<file path="src/rtl/riscv_test_monitor.sv">
`default_nettype none
// ============================================================================
// Module   : riscv_test_monitor
// Purpose  : Snoops the register-file writeback port of a RISC-V core and
//            judges riscv-tests style programs. It waits for the done
//            register to be written with 1, lets a settle window elapse,
//            then latches a PASS/FAIL verdict. A watchdog declares TIMEOUT
//            if done never arrives.
// Revision : 1.0 - initial release
// ============================================================================
module riscv_test_monitor #(
  parameter int unsigned XLEN           = 64,
  parameter int unsigned DONE_REG       = 26,
  parameter int unsigned RESULT_REG     = 27,
  parameter int unsigned TESTNUM_REG    = 3,
  parameter int unsigned SETTLE_CYCLES  = 100,
  parameter int unsigned TIMEOUT_CYCLES = 1000000
) (
  input  logic            clk,
  input  logic            rst,
  input  logic            clear,
  input  logic            wb_en,
  input  logic [4:0]      wb_addr,
  input  logic [XLEN-1:0] wb_data,
  output logic            done,
  output logic            pass,
  output logic            fail,
  output logic            timeout,
  output logic [XLEN-1:0] fail_testnum,
  output logic [31:0]     cycle_count
);

  typedef enum logic [2:0] {
    S_RUN     = 3'd0,
    S_SETTLE  = 3'd1,
    S_PASS    = 3'd2,
    S_FAIL    = 3'd3,
    S_TIMEOUT = 3'd4
  } state_t;

  localparam logic [4:0]      DONE_IDX    = 5'(DONE_REG);
  localparam logic [4:0]      RESULT_IDX  = 5'(RESULT_REG);
  localparam logic [4:0]      TESTNUM_IDX = 5'(TESTNUM_REG);
  localparam logic [31:0]     SETTLE_LAST = 32'(SETTLE_CYCLES - 1);
  // Guarded so a disabled watchdog does not produce a wrapped compare value.
  localparam logic [31:0]     TIMEOUT_LAST = (TIMEOUT_CYCLES == 0) ? 32'd0
                                                                   : 32'(TIMEOUT_CYCLES - 1);
  localparam logic            TIMEOUT_ON  = (TIMEOUT_CYCLES != 0);
  localparam logic [XLEN-1:0] ONE         = XLEN'(1);
  localparam logic [31:0]     CNT_MAX     = 32'hFFFF_FFFF;

  state_t          state;
  state_t          state_next;
  logic [XLEN-1:0] res_sh;
  logic [XLEN-1:0] tn_sh;
  logic [31:0]     settle_cnt;

  logic            active;
  logic            wr_valid;
  logic            wr_done;
  logic            wr_result;
  logic            wr_testnum;
  logic [XLEN-1:0] eff_result;
  logic [XLEN-1:0] eff_testnum;
  logic            enter_fail;

  // Snooped writes only matter while a test is still running; x0 is never a target.
  assign active      = (state == S_RUN) || (state == S_SETTLE);
  assign wr_valid    = wb_en && (wb_addr != 5'd0) && active;
  assign wr_done     = wr_valid && (wb_addr == DONE_IDX);
  assign wr_result   = wr_valid && (wb_addr == RESULT_IDX);
  assign wr_testnum  = wr_valid && (wb_addr == TESTNUM_IDX);

  // Same-cycle forwarding so a write landing on the verdict edge still counts.
  assign eff_result  = wr_result  ? wb_data : res_sh;
  assign eff_testnum = wr_testnum ? wb_data : tn_sh;

  assign enter_fail  = active && ((state_next == S_FAIL) || (state_next == S_TIMEOUT));

  // Next-state logic; clear overrides every other transition.
  always_comb begin
    state_next = state;
    case (state)
      S_RUN: begin
        if (wr_done && (wb_data == ONE)) begin
          state_next = S_SETTLE;
        end else if (TIMEOUT_ON && (cycle_count == TIMEOUT_LAST)) begin
          state_next = S_TIMEOUT;
        end
      end
      S_SETTLE: begin
        if (settle_cnt == SETTLE_LAST) begin
          state_next = (eff_result == ONE) ? S_PASS : S_FAIL;
        end
      end
      default: state_next = state;
    endcase
    if (clear) begin
      state_next = S_RUN;
    end
  end

  // State register.
  always_ff @(posedge clk or negedge rst) begin
    if (!rst) begin
      state <= S_RUN;
    end else begin
      state <= state_next;
    end
  end

  // Result and test-number shadows of the snooped register file.
  always_ff @(posedge clk or negedge rst) begin
    if (!rst) begin
      res_sh <= '0;
      tn_sh  <= '0;
    end else if (clear) begin
      res_sh <= '0;
      tn_sh  <= '0;
    end else begin
      if (wr_result) begin
        res_sh <= wb_data;
      end
      if (wr_testnum) begin
        tn_sh <= wb_data;
      end
    end
  end

  // Settle counter: held at zero in RUN, counts through SETTLE, frozen afterwards.
  always_ff @(posedge clk or negedge rst) begin
    if (!rst) begin
      settle_cnt <= '0;
    end else if (clear || (state == S_RUN)) begin
      settle_cnt <= '0;
    end else if (state == S_SETTLE) begin
      settle_cnt <= settle_cnt + 32'd1;
    end
  end

  // Saturating run-time counter covering RUN and SETTLE.
  always_ff @(posedge clk or negedge rst) begin
    if (!rst) begin
      cycle_count <= '0;
    end else if (clear) begin
      cycle_count <= '0;
    end else if (active && (cycle_count != CNT_MAX)) begin
      cycle_count <= cycle_count + 32'd1;
    end
  end

  // Failing test number is captured once, on entry to FAIL or TIMEOUT.
  always_ff @(posedge clk or negedge rst) begin
    if (!rst) begin
      fail_testnum <= '0;
    end else if (clear) begin
      fail_testnum <= '0;
    end else if (enter_fail) begin
      fail_testnum <= eff_testnum;
    end
  end

  // Verdict flags decode the state register only.
  assign done    = (state == S_PASS) || (state == S_FAIL) || (state == S_TIMEOUT);
  assign pass    = (state == S_PASS);
  assign fail    = (state == S_FAIL) || (state == S_TIMEOUT);
  assign timeout = (state == S_TIMEOUT);

endmodule
`default_nettype wire

</file>
<file path="config.mk">
export PLATFORM = sky130hd
export DESIGN_NAME = riscv_test_monitor
export DESIGN_NICKNAME = d
export VERILOG_FILES = /design/src/rtl/riscv_test_monitor.sv
export SDC_FILE = /design/constraint.sdc
export NUM_CORES = 1
export LEC_CHECK = 0
export CORE_MARGIN = 2
export CORE_UTILIZATION = 55
export CTS_CLUSTER_SIZE = 24
export DETAILED_ROUTE_END_ITERATION = 10
export GPL_TIMING_DRIVEN = 0
export PLACE_DENSITY = 0.81
export SYNTH_ARGS = -nofsm -noshare
export SYNTH_HDL_FRONTEND = slang
export SYNTH_SLANG_ARGS = --single-unit
</file>
<file path="constraint.sdc">
create_clock -name clk -period 2.8 [get_ports clk]
set_input_delay 0.56 -clock clk [delete_from_list [all_inputs] [get_ports clk]]
set_output_delay 0.56 -clock clk [all_outputs]
set_load 0.03 [all_outputs]
</file>
[After elaboration in Yosys (flattened, before gate mapping)]
Index checks and enable logic that the tools add are counted.
Operators by class
  add/subtract/negate cells: 2
  multiplexer cells: 16
  reduce and logical (&&, ||, !) cells: 19
  eq/ne operators: 14
Operators with widths (number)
  $mux W64: 6
  $eq A64 B1 Y1 const B: 2
  $mux W32: 4
  $add A32 B1 Y32 const B: 2
  $eq A32 B20 Y1 const B: 1
  $eq A32 B7 Y1 const B: 1
  $ne A32 B32 Y1 const B: 1
  $mux W3: 4
  $eq A5 B5 Y1 const B: 2
  $eq A3 B2 Y1 const B: 3
  $logic_and A1 B1 Y1: 8
  $eq A3 B3 Y1 const B: 2
  $logic_or A1 B1 Y1: 6
  $pmux W3 S2: 1
  $reduce_bool A2 Y1: 3
  $eq A5 B2 Y1 const B: 1
  $reduce_bool A5 Y1: 1
  $eq A3 B1 Y1 const B: 1
  $logic_not A3 Y1: 1
  $mux W1: 1
Storage, ports and cells
  output and inout bits: 100
  bits in registers: 259
  word-level logic and storage cells: 57

[Depth between registers and ports, before layout]
  depth in word-level cells: 15
  mapped depth: 8
  depth with buffers taken out: 7

[Least setup slack after synthesis]
No wires, ideal clock.
  path kind: input to register
  start point: input wb_data[2]
  end point: register fail_testnum[10]
  cell stages on the path: 7
  path buffers: 1
  path slack: 0.125 ns
  data arrival time: 2.550 ns
  path through: nor4b_1 > nand4_1 > nor4_1 > a2111oi_2 > a32oi_4 > buf_6 > mux2_4
Between the ends
  word-level cells in the longest chain between the ends: 10
  elaborated cells between the ends (all ways): 14
  those cells by class: eq/ne (4); mux (6); reduce/logical (4)
Ends and longest elaborated chain
  start: declaration: RTL line 24  | input logic [XLEN-1:0] wb_data,
  $mux W64: RTL line 75  | assign eff_result = wr_result ? wb_data : res_sh;
  $eq A64 B1 Y1: RTL line 93  | state_next = (eff_result == ONE) ? S_PASS : S_FAIL;
  $mux W1: RTL line 93
  $mux W3: RTL line 92  | if (settle_cnt == SETTLE_LAST) begin
  $pmux W3 S2 *: RTL line 83  | case (state)
  $mux W3 *: RTL line 98  | if (clear) begin
  $eq A3 B2 Y1 or $eq A3 B3 Y1 (tied branches): RTL line 78  | assign enter_fail = active && ((state_next == S_FAIL) || (state_next == S_TIMEOUT));
  $logic_or A1 B1 Y1 *: RTL line 78
  $logic_and A1 B1 Y1 *: RTL line 78
  $reduce_bool A2 Y1 (no line) *
  end signal: assignment: RTL line 159  | fail_testnum <= eff_testnum;
  end: declaration: RTL line 29  | output logic [XLEN-1:0] fail_testnum,
Mark *: on every way between the ends. The rest lies on a longest branch, timed or not.
A chain may end at the register's enable or synchronous reset.

[Worst setup path in the final report]
  start point: register res_sh[35]
  end point: register fail_testnum[37]
Between the ends
  word-level cells in the longest chain between the ends: 10
  elaborated cells between the ends (all ways): 11
  those cells by class: eq/ne (3); mux (5); reduce/logical (3)
Ends and longest elaborated chain
  start: declaration: RTL line 54  | logic [XLEN-1:0] res_sh;
  start signal: assignment: RTL line 122  | res_sh <= wb_data;
  $mux W64 *: RTL line 75
  $eq A64 B1 Y1 *: RTL line 93
  $mux W1 *: RTL line 93
  $mux W3 *: RTL line 92
  $pmux W3 S2 *: RTL line 83
  $mux W3 *: RTL line 98
  $eq A3 B2 Y1 or $eq A3 B3 Y1 (tied branches): RTL line 78
  $logic_or A1 B1 Y1 *: RTL line 78
  $logic_and A1 B1 Y1 *: RTL line 78
  $reduce_bool A2 Y1 (no line) *
Marked as above.

==> impl_metrics.toml <==
[detailed_routing]
drtAntennaViolNets = 0
vias = 9835
drt_iter0_drc = 767
drt-total-wl_mm = 32.4
vias_per_cell = 5.87
drc = 0
firstDrtPassIters = 5
detail_route.wl_per_cell_microns = 19.3

[setup_path]
worstPathMaxFanout = 10
cp_num_buf_inv = 2
cp_data_required_time_ns = 3.24
arrival_ns = 3.24
end_kind = "register"
worst_path_largest_cell_delay_ns = 0.43
worstSetupPathDepth = 8
critPathKind = "reg2reg"
r2r_cells = 8
critical-path-slowest-cell = "nor4_1"
cp-start-kind = "register"
cp_top_family = "simple AND/OR/NAND/NOR gates"
crit_chain = "nor4_1 > nand4_1 > nor4_4 > a22oi_1 > a32oi_4 > clkbuf_16 > buf_6 > mux2_2"

[logic_synthesis]
syn_nets = 1236
synthArstFlopShare = 1.00
synth_top_family_by_area = "simple AND/OR/NAND/NOR gates"
synthAdderAreaFrac = 0.00208
yosys.area_share.simple = 0.213
seq_area_frac_synth = 0.539
postSynthAreaPerCell_sq_um = 10.4
yosys_warnings = 0
synth_xor_area_frac = 0.0262
synth_cells = 1161
synth_compound_area_frac = 0.0646
synth.area.mux_share = 0.125
synth_top_flop_cell = "dfrtp_1"
ys_types = 58
ys_ff_latch = 259
synth-edff-count = 0
syn_area_sq_mm = 0.0120

[timing]
worst_pin_slew_ns = 0.718
finalHoldViolations = 0
rsz0062_at_grt = "true"
fin_crit_sh = 1.00
max_freq_mhz = 356
setup_tns_ns = -0.0781
setup_viol = 14
min_period_ns = 2.81
slew_viol_final = 0
finClkSkew_ns = 0.0238
finalWorstSetupSlack_ns = -0.00744
max_slew_margin = 0.522

[pwr]
power.total_w = 0.00808
max-vdd-ir-drop_mv = 0.529
powerDensity_mw_per_mm2 = 515
p_leak_nw = 7.48

[die]
fp.dieW_microns = 152
core-area_sq_mm = 0.0216
pin_count = 173
start_util = 0.556
die_h_microns = 152
die_area_sq_mm = 0.0231
rows = 54

[cells_and_area]
post_route_cells_drive_above_1_share = 0.145
design_area_sq_mm = 0.0157
final_util = 0.725
final_nets = 1447
area_delta_synth_final_pct = 30.4

[placed_design]
hpwl_mm = 21.8
dp_slack_ns = -1.58
gp_congestion = 0.877
place_area_sq_mm = 0.0142
io_buffers = 172

[hold_path]
min_path_cells = 3
worstHoldPathType = "in2reg"

[cts]
clockRootBuffer = "clkbuf_16"
cts_sinks = 259
cts_buffer_depth = 3
clkTransAtPathRegs_ns = 0.06
clock_latency_ns = 0.55
cts_buffers = 28
cts_tree = "built"
h-tree-depth = 1

[outcome]
violations = "negative setup slack"
run_status = "finished, violations left"

[grt]
first_global_vias = 9687
antenna_found_initial = 3
grt_max_degree = 124
track_usage = 0.269
grt_pass1_wl_mm = 50.9
grt-ovfl-total = 0

[job]
cap_violations = 0
cell usage after synthesis, types with 2 or more instances:
library cell / number / share of area
a211oi_1: 2 / 0.0012
a21oi_1: 77 / 0.032
a22oi_1: 7 / 0.0044
a31oi_1: 5 / 0.0026
and3_1: 10 / 0.0052
and3_2: 3 / 0.0019
and4_1: 8 / 0.0058
and4_2: 3 / 0.0025
buf_1: 4 / 0.0012
buf_2: 9 / 0.0037
buf_6: 6 / 0.0056
clkbuf_1: 50 / 0.016
dfrtp_1: 259 / 0.54
ha_1: 2 / 0.0021
inv_1: 10 / 0.0031
mux2_2: 62 / 0.058
mux2_4: 10 / 0.012
mux2i_1: 66 / 0.055
nand2_1: 149 / 0.047
nand3_1: 30 / 0.012
nand3b_1: 3 / 0.0019
nand4_1: 27 / 0.014
nand4b_1: 2 / 0.0015
nor2_1: 133 / 0.042
nor2b_1: 71 / 0.037
nor3_1: 11 / 0.0046
nor4_1: 49 / 0.025
nor4b_1: 4 / 0.0029
o2111ai_1: 4 / 0.0029
o211ai_1: 5 / 0.0031
o21ai_0: 10 / 0.0042
o31ai_1: 6 / 0.0037
or2_2: 4 / 0.0021
or4_2: 2 / 0.0015
xnor2_1: 7 / 0.0051
xor2_1: 29 / 0.021
timing repair:
| action | in CTS | in global routing |
|---|---|---|
| gates resized for setup | 20 | 82 |
| pin swaps | 4 | 20 |
| endpoints found under the hold margin | 48 | 0 |
| cloned | 0 | 1 |
| hold buffers | 1 | 0 |
| buffers inserted | 2 | 5 |
| endpoints found under the setup margin | 98 | 97 |
logic make-up after synthesis:
group	Yosys count
buf+inv	79
compound gates	128
flops	259
simple gates	519
fa+ha+maj	2
xor+xnor	36
mux	138
worst register-to-register path, delay by kind of cell (launching register included):
kind	cells	cell delay [ns]
simple gates	3	1.05
compound gates	2	0.52
mux	1	0.34
flops	1	0.40
buf+inv	2	0.38
power by group:
group          internal [W]  switching (W)  total, W  leakage, nW
sequential          0.00376      0.0000116   0.00377         3.60
combinational      0.000144       0.000266  0.000410         3.38
clock               0.00238        0.00151   0.00390        0.490
final timing paths:
check / from / to / slack, ns
max: res_sh[35] / fail_testnum[37] / -0.007
min: wb_data[44] / res_sh[44] / 0.33
min in group asynchronous: rst / cycle_count[18] / 0.51
max in group asynchronous: rst / tn_sh[34] / 0.98
min reg2reg: res_sh[20] / res_sh[20] / 0.52
max reg2reg: res_sh[35] / fail_testnum[37] / -0.007
layer usage:
metal | vias up | part of all wire | GRT usage
met5 | - | 0 | 0
met4 | 0 | 0.029 | 0.0859
met3 | 71 | 0.070 | 0.0559
met2 | 404 | 0.49 | 0.440
met1 | 4879 | 0.41 | 0.363
li1 | 4481 | - | -
cell usage in the layout, fill, tap and decap left out, types with 5 or more instances in the layout:
master             n
a21oi_1           77
a22oi_1            7
a31oi_1            5
and3_1            10
and4_1             8
buf_2              9
buf_4              6
clkbuf_1          48
clkbuf_16         29
clkbuf_8          10
clkdlybuf4s50_1  130
dfrtp_1          253
dfrtp_2            6
dlymetal6s2s_1    38
inv_1             10
mux2_2            62
mux2_4            10
mux2i_1           66
nand2_1          149
nand3_1           30
nand4_1           27
nor2_1           133
nor2b_1           71
nor3_1            11
nor4_1            22
nor4_2            15
nor4_4            12
o211ai_1           5
o21ai_0           10
o31ai_1            6
xnor2_1            7
xor2_1            29
layout make-up:
cell class	count	area, sq um
antenna	3	7.51
buffer	67	333
clock buffer	43	857
clock inverter	8	133
fill	1502	5940
inverter	10	37.5
multi-input combinational	823	5500
sequential	259	6490
tap	280	350
timing repair buffer	183	1970
sequential cells by signal, indices dropped and copies added (netlist names):
register and count:
fail_testnum 64, res_sh 64, tn_sh 64, cycle_count 32
settle_cnt 32, state 3
through the flow:
stage	cells	hold slack [ns]
6_report	1676	0.334
5_1_grt	1676	0.332
4_1_cts	1668	0.497
3_5_place_dp	1615	0.486
3_3_place_gp	1613	0.489
2_1_floorplan	1161	0.264
(Power assumes the default switching activity.)
